`src/rtl/cim_pkg.sv`:
```
// rtl/cim_pkg.sv - shared types, default widths and sign-extension helper for the CiM readout path
package cim_pkg;

    // Reader FSM: IDLE waits for a macro word, STREAM emits one column per beat.
    typedef enum logic {
        ST_IDLE   = 1'b0,
        ST_STREAM = 1'b1
    } reader_state_e;

    localparam int DEF_PSUM_W = 12;
    localparam int DEF_OUT_W  = 16;

    // Widest value the helper handles; callers narrow the result with a size cast.
    localparam int SEXT_W = 64;

    // Sign-extend the low 'width' bits of val to SEXT_W bits.
    // Shift the sign bit to the MSB, then arithmetic-shift back down.
    function automatic logic [SEXT_W-1:0] sign_extend(input logic [SEXT_W-1:0] val,
                                                      input int unsigned        width);
        logic signed [SEXT_W-1:0] tmp;
        tmp = $signed(val << (SEXT_W - width));
        return $unsigned(tmp >>> (SEXT_W - width));
    endfunction

endpackage

```
`src/rtl/dff.sv`:
```
// rtl/dff.sv - enabled register with asynchronous active-low reset to zero
module dff #(
    parameter int WIDTH = 1
) (
    input  logic             clk,
    input  logic             rst_n_i,
    input  logic             en_i,
    input  logic [WIDTH-1:0] d_i,
    output logic [WIDTH-1:0] q_o
);

    // Load d_i only when enabled; otherwise hold.
    always_ff @(posedge clk or negedge rst_n_i) begin
        if (!rst_n_i) begin
            q_o <= '0;
        end else if (en_i) begin
            q_o <= d_i;
        end
    end

endmodule

```
`src/rtl/cim_psum_reader.sv`:
```
// rtl/cim_psum_reader.sv - captures a wide partial-sum word and streams it out one column per beat
module cim_psum_reader
    import cim_pkg::*;
#(
    parameter  int NUM_COL = 8,
    parameter  int PSUM_W  = DEF_PSUM_W,
    parameter  int OUT_W   = DEF_OUT_W,
    localparam int IDX_W   = $clog2(NUM_COL)
) (
    input  logic                      clk,
    input  logic                      rst_n_i,
    input  logic                      clear_i,
    input  logic                      psum_valid_i,
    output logic                      psum_ready_o,
    input  logic [NUM_COL*PSUM_W-1:0] psum_i,
    output logic                      out_valid_o,
    input  logic                      out_ready_i,
    output logic [OUT_W-1:0]          out_data_o,
    output logic [IDX_W-1:0]          out_idx_o,
    output logic                      out_last_o,
    output logic                      busy_o
);

    localparam logic [IDX_W-1:0] LAST_IDX = IDX_W'(NUM_COL - 1);

    reader_state_e             state_q;
    logic [IDX_W-1:0]          cnt_q;
    logic [NUM_COL*PSUM_W-1:0] capture_q;
    logic [PSUM_W-1:0]         cols [NUM_COL];

    logic accept;
    logic beat;

    // Valid, index and last come straight from state/counter registers, so they
    // cannot change while a beat is stalled by out_ready_i.
    assign out_valid_o = (state_q == ST_STREAM);
    assign busy_o      = out_valid_o;
    assign out_idx_o   = cnt_q;
    assign out_last_o  = out_valid_o && (cnt_q == LAST_IDX);
    assign beat        = out_valid_o && out_ready_i;

    // Ready also opens on the final beat so consecutive words stream without a bubble.
    assign psum_ready_o = !clear_i && ((state_q == ST_IDLE) || (beat && out_last_o));
    assign accept       = psum_valid_i && psum_ready_o;

    // Capture register: only an accepted word may overwrite it; clear leaves it intact.
    dff #(
        .WIDTH (NUM_COL*PSUM_W)
    ) u_capture (
        .clk     (clk),
        .rst_n_i (rst_n_i),
        .en_i    (accept),
        .d_i     (psum_i),
        .q_o     (capture_q)
    );

    // Split the captured word into per-column slices for the output mux.
    for (genvar c = 0; c < NUM_COL; c++) begin : g_cols
        assign cols[c] = capture_q[c*PSUM_W +: PSUM_W];
    end

    // Column mux with sign extension; in IDLE this still reflects registered state, never X.
    assign out_data_o = OUT_W'(sign_extend({{(SEXT_W-PSUM_W){1'b0}}, cols[cnt_q]}, PSUM_W));

    // Reader FSM and column counter; clear wins over accept and beat.
    always_ff @(posedge clk or negedge rst_n_i) begin
        if (!rst_n_i) begin
            state_q <= ST_IDLE;
            cnt_q   <= '0;
        end else if (clear_i) begin
            state_q <= ST_IDLE;
            cnt_q   <= '0;
        end else if (state_q == ST_IDLE) begin
            if (accept) begin
                state_q <= ST_STREAM;
                cnt_q   <= '0;
            end
        end else if (beat) begin
            if (out_last_o) begin
                // A word accepted on the last beat reloads; otherwise drop back to idle.
                cnt_q <= '0;
                if (!accept) begin
                    state_q <= ST_IDLE;
                end
            end else begin
                cnt_q <= cnt_q + IDX_W'(1);
            end
        end
    end

endmodule

```
`config.mk`:
```
export PLATFORM = sky130hd
export DESIGN_NAME = cim_psum_reader
export DESIGN_NICKNAME = d
export VERILOG_FILES = /design/src/rtl/cim_pkg.sv /design/src/rtl/dff.sv /design/src/rtl/cim_psum_reader.sv
export SDC_FILE = /design/constraint.sdc
export NUM_CORES = 1
export LEC_CHECK = 0
export CAP_MARGIN = 20
export CORE_ASPECT_RATIO = 1.5
export CORE_MARGIN = 4
export CORE_UTILIZATION = 52
export CTS_BUF_LIST = sky130_fd_sc_hd__clkbuf_16
export DETAILED_ROUTE_END_ITERATION = 10
export HOLD_SLACK_MARGIN = 0.02
export MAX_ROUTING_LAYER = met4
export PLACE_DENSITY = 0.85
export REMOVE_ABC_BUFFERS = 1
export SLEW_MARGIN = 20
export SYNTH_ARGS = -nofsm -noshare
export SYNTH_HDL_FRONTEND = slang
export SYNTH_SLANG_ARGS = --single-unit
```
`constraint.sdc`:
```
create_clock -name clk -period 4.1 [get_ports clk]
set_input_delay 0.82 -clock clk [delete_from_list [all_inputs] [get_ports clk]]
set_output_delay 0.82 -clock clk [all_outputs]
set_load 0.1 [all_outputs]
```
# ---- Yosys cells after proc, flatten, opt, wreduce, memory -nomap -nowiden
# Cells that the tools add are included.
dict set report totals {
  ff_bits 100
  output_inout_bits 23
  latchBits 0
  romBits 0
  wordCells 31
  mem_count 0
  ram_bits 0
  inputBits 101
}
dict set report op_classes {
  magnitude_cmp 1
  bitwise 2
  shifts 0
  n_reduce_logical 9
  addsub 1
  div_mod_pow 0
  muxes 13
  eq_ne 2
  multipliers 0
}
# cell n
set ops {}
lappend ops {{12-bit binary-select mux with 3-bit select} 1}
lappend ops {{12-bit two-way mux} 2}
lappend ops {{3-bit two-way mux} 5}
lappend ops {{1-bit logical AND} 5}
lappend ops {{1-bit two-way mux} 5}
lappend ops {{4-bit greater-or-equal comparator (second input constant)} 1}
lappend ops {{3-bit NOT with 4-bit output} 1}
lappend ops {{3-bit by 1-bit adder with 3-bit output (second input constant)} 1}
lappend ops {{3-bit equality test (second input constant)} 1}
lappend ops {{3-bit by 2-bit != test with 1-bit output (second input constant)} 1}
lappend ops {{3-bit nonzero test} 1}
lappend ops {{2-bit AND reduction} 1}
lappend ops {{1-bit logical NOT} 1}
lappend ops {{1-bit logical OR} 1}
lappend ops {{1-bit NOT} 1}

# ---- Longest topological paths before layout
dict set report logic_depth {
  ltp_word 11
  mapped_depth 7
  mapped_depth_nobuf 5
}

# ---- By module
# Synthesis repeated with hierarchy kept, for this count alone.
dict set report unflattened {
  cells_unflattened 269
  area_unflattened_um2 4815.9
}
# module area_per_inst_um2 seq_area_each_um2 cells_each n_inst
set by_module_without_submodules {}
lappend by_module_without_submodules {dff 3764.9 2402.3 203 1}
lappend by_module_without_submodules {cim_psum_reader 1051.0 100.1 66 1}

# ---- Least setup slack after synthesis
# No wires, ideal clock.
dict set report synth_path {
  kind {flip-flop to output port}
  startpoint {reg cnt_q[1], in the netlist out_idx_o[1]}
  endpoint {out psum_ready_o}
  required_time_ns 3.280
  stages_incl_launch_ff 5
  slack_ns 0.498
  n_path_buf 0
  t_arrival_ns 2.782
  cell_sequence {dfrtp_1 -> ha_1 -> ha_1 -> a21boi_2 -> nor2_1}
}
dict set report synth_via {
  elab_chain_cells 5
}
# item line_no
set synth_rtl {}
lappend synth_rtl {{start: declaration} cim_psum_reader.sv:27} ;# logic [IDX_W-1:0] cnt_q;
lappend synth_rtl {{start signal: assignment} cim_psum_reader.sv:86} ;# cnt_q <= cnt_q + IDX_W'(1);
lappend synth_rtl {{3-bit equality test} cim_psum_reader.sv:39} ;# assign out_last_o = out_valid_o && (cnt_q == LAST_IDX);
lappend synth_rtl {{1-bit logical AND} cim_psum_reader.sv:39}
lappend synth_rtl {{1-bit logical AND} cim_psum_reader.sv:43} ;# assign psum_ready_o = !clear_i && ((state_q == ST_IDLE) || (beat && out_last_o));
lappend synth_rtl {{1-bit logical OR} cim_psum_reader.sv:43}
lappend synth_rtl {{1-bit logical AND} cim_psum_reader.sv:43}
lappend synth_rtl {{end: declaration} cim_psum_reader.sv:14} ;# output logic psum_ready_o,
# Every way passes these cells.

# ---- Worst setup path after layout
dict set report layout_path {
  startpoint {reg cnt_q[2], in the netlist out_idx_o[2]}
  endpoint {out out_data_o[7]}
}
dict set report layout_via {
  elab_chain_cells 4
}
# item line_no
set layout_rtl {}
lappend layout_rtl {{3-bit NOT with 4-bit output (not written as such)} cim_psum_reader.sv:63} ;# assign out_data_o = OUT_W'(sign_extend({{(SEXT_W-PSUM_W){1'b0}}, cols[cnt_q]}, PSUM_W));
lappend layout_rtl {{12-bit binary-select mux with 3-bit select} cim_psum_reader.sv:63}
lappend layout_rtl {{12-bit two-way mux (not written as such) (2 in a row)} cim_psum_reader.sv:63}
lappend layout_rtl {{end: declaration} cim_psum_reader.sv:18} ;# output logic [OUT_W-1:0] out_data_o,
# Every way passes these cells. The select of a mux whose other input is x is not followed.

==> impl_metrics.json <==
{
  "layout-drive-gt1-share": 0.3393,
  "crit_end": "out_data_o[7]",
  "drv_cap": 0,
  "crit_buf_inv": 2,
  "fin_setup_tns_ns": 0,
  "dieHeight_um": 122.5,
  "synth_commonest_cells": "100 x dfrtp_1, 68 x mux2_2, 40 x mux2_1",
  "ir_worst_vdd_uv": 372.2,
  "dr.pass1.iters": 4,
  "synth_warnings": 0,
  "synth-compound-area-share": 0.005784,
  "total_power_uw": 2758,
  "cts_setup_buffers": 0,
  "grt_overflow": 0,
  "seq_area_frac_synth": 0.5508,
  "cts_root_buffer": "clkbuf_16",
  "synth-simple-area-share": 0.01102,
  "rsz0062_at_grt": "no",
  "syn_inst": 270,
  "portBuffers": 123,
  "synth_area_leader_cell": "dfrtp_1",
  "max_stage_delay_ns": 0.73,
  "cts_tree": "yes",
  "endpoint_kind": "output port",
  "ios": 124,
  "path_depth": 4,
  "clock.fmax_ghz": 0.3206,
  "grtUsageTotal": 0.1937,
  "antenna_cells": 0,
  "cp_max_fo": 14,
  "critPathTopFamily": "flip-flops",
  "status": "finished clean",
  "tightest_slew_ns": 0.9614,
  "start_util": 0.5367,
  "yosysMostFrequentCell": "dfrtp_1",
  "ys_types": 17,
  "grt_pass1_vias": 3029,
  "cts_hold_buffers": 0,
  "rr_endpoint": "u_capture.q_o[83]",
  "p_leak_uw": 0.002443,
  "viasPerCell": 5.417,
  "async_flop_share": 1.000,
  "max_slew_margin": 0.3571,
  "synth_seq_cells": 100,
  "synthAdderAreaFrac": 0.005508,
  "critPathRequiredTime_ns": 3.28,
  "clkSlewWorstSetupHoldPaths_ns": 0.06,
  "r2r-start": "out_idx_o[1]",
  "die_w_um": 84.32,
  "start_kind": "flip-flop",
  "finalCriticalPeriod_ns": 3.119,
  "drtAntennaViolNets": 0,
  "core_area_sq_um": 8464,
  "finalCritPeriodShare": 0.7608,
  "synth.avg_cell_area_sq_um": 16.83,
  "grt_pass1_wl_um": 14780,
  "syn_to_final_growth_pct": 31.89,
  "synth_flop_cell": "dfrtp_1",
  "hold_viol": 0,
  "grt_max_degree": 73,
  "worstSkewPairLatency_ns": 0.33,
  "cts_buffers": 9,
  "hpwl_um": 6604,
  "antenna_found_initial": 0,
  "num_rows": 41,
  "muxShareOfSynthArea": 0.3911,
  "wl_per_cell_um": 18.50,
  "drt-initial-drc-count": 78,
  "synth-xor-area-share": 0,
  "place_congestion": 0.7617,
  "remaining_drc_errors": 0,
  "cp-startpoint": "out_idx_o[2]",
  "hp-class": "reg2reg",
  "synth_top_area_share": 0.5508,
  "synth_top_family_by_area": "multiplexers",
  "synth_area_sq_um": 4543,
  "num_vias": 2703,
  "drv_slew": 0,
  "htreeDepth": 3,
  "reg2reg_depth": 6,
  "synth_edf_count": 0,
  "worstPathArrival_ns": 2.30,
  "r2r_slack_ns": 1.28,
  "final_util": 0.7079,
  "die-area_sq_um": 10330,
  "finalSetupViolations": 0,
  "synth_area_leaders": "dfrtp_1 55%, mux2_2 17%, mux4_2 12%",
  "ctsResizeCount": 0,
  "critPathKind": "reg2out",
  "clock-skew-final_ns": 0.003526,
  "slowest_stage": "dfrtp_1",
  "power.density_nw_per_um2": 460.2,
  "cts.sinks": 100,
  "cts_max_path_buffers": 2,
  "path_cells": "buf_4 > mux4_2 > mux2_2 > buf_4",
  "critical_path.most_common_cell": "buf_4",
  "routed_wl_um": 9233,
  "final_nets": 491
}
==> per-stage QoR <==
step                      area [sq um]  setup WS (ns)  hold slack, ns  std cells
final                             5992         0.9809          0.4813        499
after global routing              5992         0.8980          0.4913        499
after CTS                         5992         0.9470          0.4825        499
after detailed placement          5743          1.287          0.4687        484
after global placement            5743          1.319          0.4626        484
after floorplan                   4380         -2.724          0.4525        248
==> registers in the layout, summed over array words and instances (netlist names) <==
register	count
busy_o	1
out_idx_o	3
u_capture.q_o	96
==> report_power, final <==
part	switching, uW	internal (uW)	leakage [uW]
Clock	321	396	0.000126
Sequential	90.4	1170	0.00118
Combinational	427	354	0.00113
==> cells in the final DEF (no fill, tap or decap) <==
cell	Yosys	layout
a21boi_2	1	1
inv_1	0	1
clkinv_2	0	1
dfrtp_2	0	1
clkdlybuf4s50_1	0	101
mux2_2	68	68
mux2_1	40	40
dfrtp_1	100	99
mux2i_1	2	2
nor2_1	6	6
a22oi_1	2	2
buf_4	7	28
and3b_1	1	1
mux4_2	24	24
clkinv_1	0	4
ha_1	2	2
and2_1	1	1
nor3b_4	0	1
clkbuf_16	0	9
==> cell families (layout without fill, tap and decap cells) <==
| group | count (synthesis) | after routing |
|---|---|---|
| fa+ha+maj | 2 | 2 |
| buf+inv | 22 | 144 |
| compound gates | 3 | 3 |
| simple gates | 9 | 9 |
| mux | 134 | 134 |
| flops | 100 | 100 |
==> metal layers <==
layer | routed length [um] | vias to the layer above | global-route usage
met2 | 5082 | 74 | 0.3429
li1 | - | 1240 | -
met1 | 3505 | 1381 | 0.2134
met4 | 159 | 0 | 0.07344
met5 | 0 | - | -
met3 | 485 | 8 | 0.04231
==> worst min path at each step <==
stage                           start           endpoint  cells past startpoint
floorplan           u_capture.q_o[48]  u_capture.q_o[48]                      1
global placement    u_capture.q_o[43]  u_capture.q_o[43]                      1
detailed placement  u_capture.q_o[56]  u_capture.q_o[56]                      1
CTS                 u_capture.q_o[56]  u_capture.q_o[56]                      1
global route        u_capture.q_o[56]  u_capture.q_o[56]                      1
finish              u_capture.q_o[54]  u_capture.q_o[54]                      1
==> final cells by class <==
class                   count  area [sq um]
clock buffers               9         225.2
flip-flops and latches    100          2504
fillers                   601          2472
clock inverters             6         23.77
well taps                 107         133.9
multi-input cells         148          1884
repair buffers            129          1221
(Power assumes the default switching activity.)
